==> config.mk <==
export PLATFORM = sky130hd
export DESIGN_NAME = seq_alu
export DESIGN_NICKNAME = d
export VERILOG_FILES = /design/src/rtl/seq_alu.sv
export SDC_FILE = /design/constraint.sdc
export NUM_CORES = 1
export LEC_CHECK = 0
export CORE_MARGIN = 2
export CORE_UTILIZATION = 53
export DETAILED_ROUTE_END_ITERATION = 6
export PLACE_DENSITY = 0.78
export RECOVER_POWER = 100
export SETUP_SLACK_MARGIN = 0.4
export SLEW_MARGIN = 10
export SYNTH_ARGS = -nofsm -noshare
export SYNTH_HDL_FRONTEND = slang
export SYNTH_SLANG_ARGS = --single-unit
==> constraint.sdc <==
create_clock -name clk -period 5.4 [get_ports clk]
set_input_delay 0.54 -clock clk [delete_from_list [all_inputs] [get_ports clk]]
set_output_delay 0.54 -clock clk [all_outputs]
set_load 0.01 [all_outputs]
==> src/rtl/seq_alu.sv <==
// seq_alu: sequential ALU with accumulator, registered result/flags and an optional
// iterative restoring divider enabled by the SEQ_ALU_DIV_EN macro.
module seq_alu #(
    parameter int WIDTH = 8
) (
    input  logic             clk,
    input  logic             rst_n,
    input  logic             in_valid,
    output logic             in_ready,
    input  logic [3:0]       opcode,
    input  logic [WIDTH-1:0] A,
    input  logic [WIDTH-1:0] B,
    output logic [WIDTH-1:0] ALU_Out,
    output logic             out_valid,
    output logic [2:0]       flags
);

    localparam logic [3:0] OP_ADD  = 4'h0;
    localparam logic [3:0] OP_SUB  = 4'h1;
    localparam logic [3:0] OP_MUL  = 4'h2;
    localparam logic [3:0] OP_DIV  = 4'h3;
    localparam logic [3:0] OP_ADDA = 4'h4;
    localparam logic [3:0] OP_MULA = 4'h5;
    localparam logic [3:0] OP_MAC  = 4'h6;
    localparam logic [3:0] OP_ROL  = 4'h7;
    localparam logic [3:0] OP_ROR  = 4'h8;
    localparam logic [3:0] OP_AND  = 4'h9;
    localparam logic [3:0] OP_OR   = 4'hA;
    localparam logic [3:0] OP_XOR  = 4'hB;
    localparam logic [3:0] OP_NAND = 4'hC;
    localparam logic [3:0] OP_EQ   = 4'hD;
    localparam logic [3:0] OP_GT   = 4'hE;
    localparam logic [3:0] OP_LT   = 4'hF;

    logic [WIDTH-1:0]   acc;
    logic [WIDTH-1:0]   res;
    logic               res_carry;
    logic               res_dz;
    logic [WIDTH:0]     add_ab;
    logic [WIDTH:0]     sub_ab;
    logic [WIDTH:0]     add_acc;
    logic [WIDTH:0]     mac_sum;
    logic [2*WIDTH-1:0] mul_ab;
    logic [2*WIDTH-1:0] mul_acc;

    // Single-cycle datapath; MAC carry is taken from acc plus the truncated product.
    always_comb begin
        add_ab    = {1'b0, A} + {1'b0, B};
        sub_ab    = {1'b0, A} - {1'b0, B};
        add_acc   = {1'b0, acc} + {1'b0, A};
        mul_ab    = {{WIDTH{1'b0}}, A} * {{WIDTH{1'b0}}, B};
        mul_acc   = {{WIDTH{1'b0}}, acc} * {{WIDTH{1'b0}}, A};
        mac_sum   = {1'b0, acc} + {1'b0, mul_ab[WIDTH-1:0]};
        res       = '0;
        res_carry = 1'b0;
        res_dz    = 1'b0;
        case (opcode)
            OP_ADD:  begin res = add_ab[WIDTH-1:0];  res_carry = add_ab[WIDTH];  end
            OP_SUB:  begin res = sub_ab[WIDTH-1:0];  res_carry = sub_ab[WIDTH];  end
            OP_MUL:  begin res = mul_ab[WIDTH-1:0];  res_carry = |mul_ab[2*WIDTH-1:WIDTH];  end
            OP_DIV:  begin res = '0;                 res_dz = 1'b1;              end
            OP_ADDA: begin res = add_acc[WIDTH-1:0]; res_carry = add_acc[WIDTH]; end
            OP_MULA: begin res = mul_acc[WIDTH-1:0]; res_carry = |mul_acc[2*WIDTH-1:WIDTH]; end
            OP_MAC:  begin res = mac_sum[WIDTH-1:0]; res_carry = mac_sum[WIDTH]; end
            OP_ROL:  res = {A[WIDTH-2:0], A[WIDTH-1]};
            OP_ROR:  res = {A[0], A[WIDTH-1:1]};
            OP_AND:  res = A & B;
            OP_OR:   res = A | B;
            OP_XOR:  res = A ^ B;
            OP_NAND: res = ~(A & B);
            OP_EQ:   res = {WIDTH{A == B}};
            OP_GT:   res = {WIDTH{A > B}};
            OP_LT:   res = {WIDTH{A < B}};
            default: res = '0;
        endcase
    end

`ifdef SEQ_ALU_DIV_EN
    localparam int CW = $clog2(WIDTH) + 1;

    typedef enum logic {IDLE, DIV} state_t;

    state_t           state;
    logic [WIDTH-1:0] div_quo;
    logic [WIDTH-1:0] div_rem;
    logic [WIDTH-1:0] div_den;
    logic [CW-1:0]    div_cnt;
    logic [WIDTH:0]   div_shift;
    logic             div_ge;
    logic [WIDTH-1:0] div_sub;
    logic [WIDTH-1:0] next_quo;
    logic [WIDTH-1:0] next_rem;
    logic [WIDTH-1:0] div_result;

    // One restoring step: shift in the next dividend bit, subtract if it fits.
    always_comb begin
        div_shift  = {div_rem, div_quo[WIDTH-1]};
        div_ge     = (div_shift >= {1'b0, div_den});
        div_sub    = div_shift[WIDTH-1:0] - div_den;
        next_quo   = {div_quo[WIDTH-2:0], div_ge};
        next_rem   = div_ge ? div_sub : div_shift[WIDTH-1:0];
        div_result = (div_den == '0) ? '1 : next_quo;
    end

    assign in_ready = (state == IDLE);
`else
    assign in_ready = 1'b1;
`endif

    // The accepting edge counts as the first; a divide finishes WIDTH edges later.
    always_ff @(posedge clk or negedge rst_n) begin
        if (!rst_n) begin
            acc       <= '0;
            ALU_Out   <= '0;
            flags     <= 3'b000;
            out_valid <= 1'b0;
`ifdef SEQ_ALU_DIV_EN
            state     <= IDLE;
            div_quo   <= '0;
            div_rem   <= '0;
            div_den   <= '0;
            div_cnt   <= '0;
`endif
        end else begin
            out_valid <= 1'b0;
`ifdef SEQ_ALU_DIV_EN
            case (state)
                IDLE: begin
                    if (in_valid) begin
                        if (opcode == OP_DIV) begin
                            state   <= DIV;
                            div_quo <= A;
                            div_rem <= '0;
                            div_den <= B;
                            div_cnt <= '0;
                        end else begin
                            ALU_Out   <= res;
                            acc       <= res;
                            flags     <= {res_dz, res_carry, res == '0};
                            out_valid <= 1'b1;
                        end
                    end
                end
                DIV: begin
                    div_quo <= next_quo;
                    div_rem <= next_rem;
                    div_cnt <= div_cnt + CW'(1);
                    if (div_cnt == CW'(WIDTH - 1)) begin
                        state     <= IDLE;
                        ALU_Out   <= div_result;
                        acc       <= div_result;
                        flags     <= {div_den == '0, 1'b0, div_result == '0};
                        out_valid <= 1'b1;
                    end
                end
                default: state <= IDLE;
            endcase
`else
            if (in_valid) begin
                ALU_Out   <= res;
                acc       <= res;
                flags     <= {res_dz, res_carry, res == '0};
                out_valid <= 1'b1;
            end
`endif
        end
    end

endmodule

==> metrics.md <==
| Metric | Value |
|---|---|
| Worst hold path class | `flip-flop to flip-flop` |
| Layout net count | `between 1k and 1.5k` |
| H-tree depth | `1` |
| CTS tree | `yes` |
| Final min period | `around 5.1 ns` |
| Inserted Clock Buffers | `3` |
| Iteration-0 DRC Markers | `1110` |
| Ys flop type | `dfrtp_1` |
| WP data required | `between 5 and 6 ns` |
| Core footprint | `around 0.013 sq mm` |
| Wirelength per Cell | `20.93 um` |
| Die W | `120.0 um` |
| Sink Count | `12` |
| RSZ-0062 raised after global routing | `true` |
| GRT overflow | `0` |
| First-pass GRT wire length | `~40000 um` |
| Clock Path Buffers | `2` |
| Total Routing Usage GR | `35.58%` |
| Fin cells | `approximately 1.2k` |
| Slew @ Worst Pin | `approximately 1.2 ns` |
| Port bufs | `34` |
| Reg2reg end | `flags[0]` |
| P_int | `approximately 2.3 mW` |
| GRT Max-Usage Layer | `met2` |
| Vias/cell | `6.195` |
| Count of cell types in the netlist | `75` |
| CTS clk-pin slew, worst paths | `approximately 0.05 ns` |
| Vias | `between 7k and 8k` |
| M2 GR Usage | `between 50% and 60%` |
| P_sw | `2.328 mW` |
| Max Slew Vio Count | `0` |
| Largest net degree at the start of global routing | `34` |
| Sw Share | `49.89%` |
| Synthesized instance count | `923` |
| Vias in the first global route | `between 7k and 8k` |
| Share of cells above drive strength 1 | `a little under a quarter` |
| Logic pwr share | `93.4%` |
| Final GP Congestion | `between 1 and 1.5` |
| Power per cell area | `between 500 and 600 mW/mm^2` |
| CP Launch Type | `primary input` |
| Initial antenna violation count | `1` |
| Later-pin clock latency in the skew report | `~0.25 ns` |
| Maximum Capacitance Violations | `0` |
| Full die area | `around 0.014 sq mm` |
| Fill count | `slightly above 1k` |
| Ant diodes | `0` |
| Root Driver | `clkbuf_16` |
| Fin worst setup slack | `0.3054 ns` |
| Reg-to-Reg Start | `acc[0]` |
| Sequential Power Share | `around 3.2%` |
| Area after DPL | `roughly 0.0084 sq mm` |
| Max frequency | `around 0.2 GHz` |
| DP Worst Slack | `-0.6158 ns` |
| Starting Density | `54.06%` |
| Die H | `120.0 um` |
| Hold Crit Depth | `2` |
| Fin. Hold Viols | `0` |
| Worst path arrival time | `5.25 ns` |
| Post-Syn Nets | `1134` |
| Dpl hpwl | `between 20000 and 25000 um` |
| Post-DRT Antenna Nets | `0` |
| Final core occ | `a little over two thirds` |
| FF-to-FF setup slack | `just under 0.5 ns` |
| Placed cells | `about 1.2k` |
| Cell Area, Synth | `around 0.0071 sq mm` |
| Min-delay src | `flags[2]` |
| R2R depth | `19` |
| LEAKAGE | `4.409 nW` |
| Overall power | `approximately 4.7 mW` |
| Asr flop ratio synth | `100.0%` |
| Normalized max-slew margin | `between 20% and 30%` |
| Worst setup path class | `primary input to flip-flop` |
| Outcome | `complete, but fails checks` |
| Post-synth EDFFs | `0` |
| Final setup violating endpoints | `0` |
| Syn_area_per_cell | `between 7 and 8 sq um` |
| Seq/Total Area, Yosys | `between 4 and 5%` |
| Period utilization | `a little over nine tenths` |
| Hold WS | `between 0.5 and 0.6 ns` |
| Clock power share | `~3.4%` |
| Final instance area | `slightly above 0.009 sq mm` |
| Peak VDD IR | `~1000 uV` |
| Top-level port count | `36` |
| Setup TNS | `0 ns` |
| Worst Path Max Fanout | `7` |
| DR pass1 iterations | `7` |
| Met3 Use GR | `approximately 6.4%` |
| Sink of the worst hold path | `flags[2]` |
| Flops & latches, synth | `12` |
| Failing checks | `design-rule violations` |
| Layout Skew | `0.002546 ns` |
| Global Route met1 Usage | `~50%` |
| Synth-to-Final Area Change | `28.74%` |
| DRC viols | `1` |
| CP Capture Type | `flip-flop` |
| Site Rows | `42` |
| Synth warn | `0` |
| Routed wire length | `roughly 26000 um` |
-- kinds of logic (layout without fill, tap and decap cells) --
kind of cell | Yosys count | after routing | share of synthesized area [%]
xor gates and xnor gates | 18 | 18 | 2.211
and+or+nand+nor | 305 | 305 | 20.28
DFF | 12 | 12 | 4.211
AOI/OAI and AO/OA | 197 | 197 | 19.13
adders and majority gates | 188 | 188 | 40.99
buffers and inverters | 187 | 331 | 10.95
muxes | 15 | 15 | 2.176
other | 1 | 1 | 0.05259
-- synthesized netlist by cell type, types with 10 or more instances --
cell type	instances	share of area [%]
inv_1	146	7.7
and2_1	19	1.7
ha_1	112	20
a21oi_1	35	2.5
nor2_1	99	5.2
xnor2_1	12	1.5
buf_2	10	0.70
a211oi_1	13	1.4
nand2b_1	11	0.97
o21ai_0	40	2.8
nor3_1	17	1.2
nand3_1	14	0.98
a21o_1	11	1.2
dfrtp_1	12	4.2
mux2i_1	11	1.5
nand2_1	88	4.6
clkbuf_1	15	0.79
fa_1	76	21
-- per-layer routing --
layer	part of all wire [%]	wire [um]
met1	40	10330
met2	45	11580
met3	11	2837
met4	4.8	1251
met5	0.035	9
-- critical path, cell delays in order --
cell,delay [ns]
buf_4,0.12
buf_6,0.14
clkinvlp_2,0.24
nor2_1,0.23
fa_1,0.49
ha_4,0.30
inv_2,0.05
fa_1,0.55
inv_2,0.06
ha_4,0.27
a21oi_4,0.22
and3_4,0.22
nor2_4,0.05
ha_4,0.26
nand2b_4,0.07
o22ai_1,0.06
nand2_1,0.06
o221ai_1,0.10
or4b_4,0.56
nor4_4,0.20
o2111ai_2,0.16
o32ai_2,0.29
-- how the worst max path moves through the flow --
stage               startpoint  endpoint  slack, ns  depth (start not counted)
finish                    A[4]  flags[0]       0.31                         22
global route              A[4]  flags[0]       0.20                         21
CTS                       A[3]  flags[0]       0.35                         23
detailed placement        A[2]  flags[0]      -0.62                         21
global placement          A[3]  flags[0]      -0.50                         23
floorplan                 A[3]  flags[0]       0.34                         22
-- layout make-up --
cell class | instances | area [sq um] | area share, %
Timing Repair Buffer | 176 | 1458 | 15.88
Sequential cell | 12 | 300.3 | 3.271
Inverter | 151 | 578.1 | 6.297
Tap cell | 176 | 220.2 | 2.399
Multi-Input combinational cell | 724 | 6535 | 71.19
Clock buffer | 4 | 88.84 | 0.9677
-- cells in the final DEF, fill, tap and decap left out, types with 15 or more instances in the layout --
cell type	count
nand2_1	85
nor2_1	91
ha_4	20
buf_4	129
inv_2	16
inv_1	127
fa_1	69
a21oi_1	34
and2_1	19
o21ai_0	38
ha_1	92
nor3_1	15
-- flip-flops by register name (all words and copies together) (netlist names) --
signal,count
acc,8
flags,3
out_valid,1
-- timing repair --
action	CTS	global route
setup buffers	12	5
gates resized for setup	121	57
pin swaps	33	41
endpoints found under the setup margin	6	4
hold buffers	0	0
-- power by group through the flow --
stage          registers [mW]  clock network (mW)  logic (mW)
6_report                0.147               0.159        4.36
5_1_grt                 0.148               0.162        4.77
4_1_cts                 0.145               0.157        3.94
3_5_place_dp            0.145                   0        3.66
3_3_place_gp            0.145                   0        3.56
2_1_floorplan           0.150                   0        2.35
No activity file was read; power rests on OpenSTA's default activity.
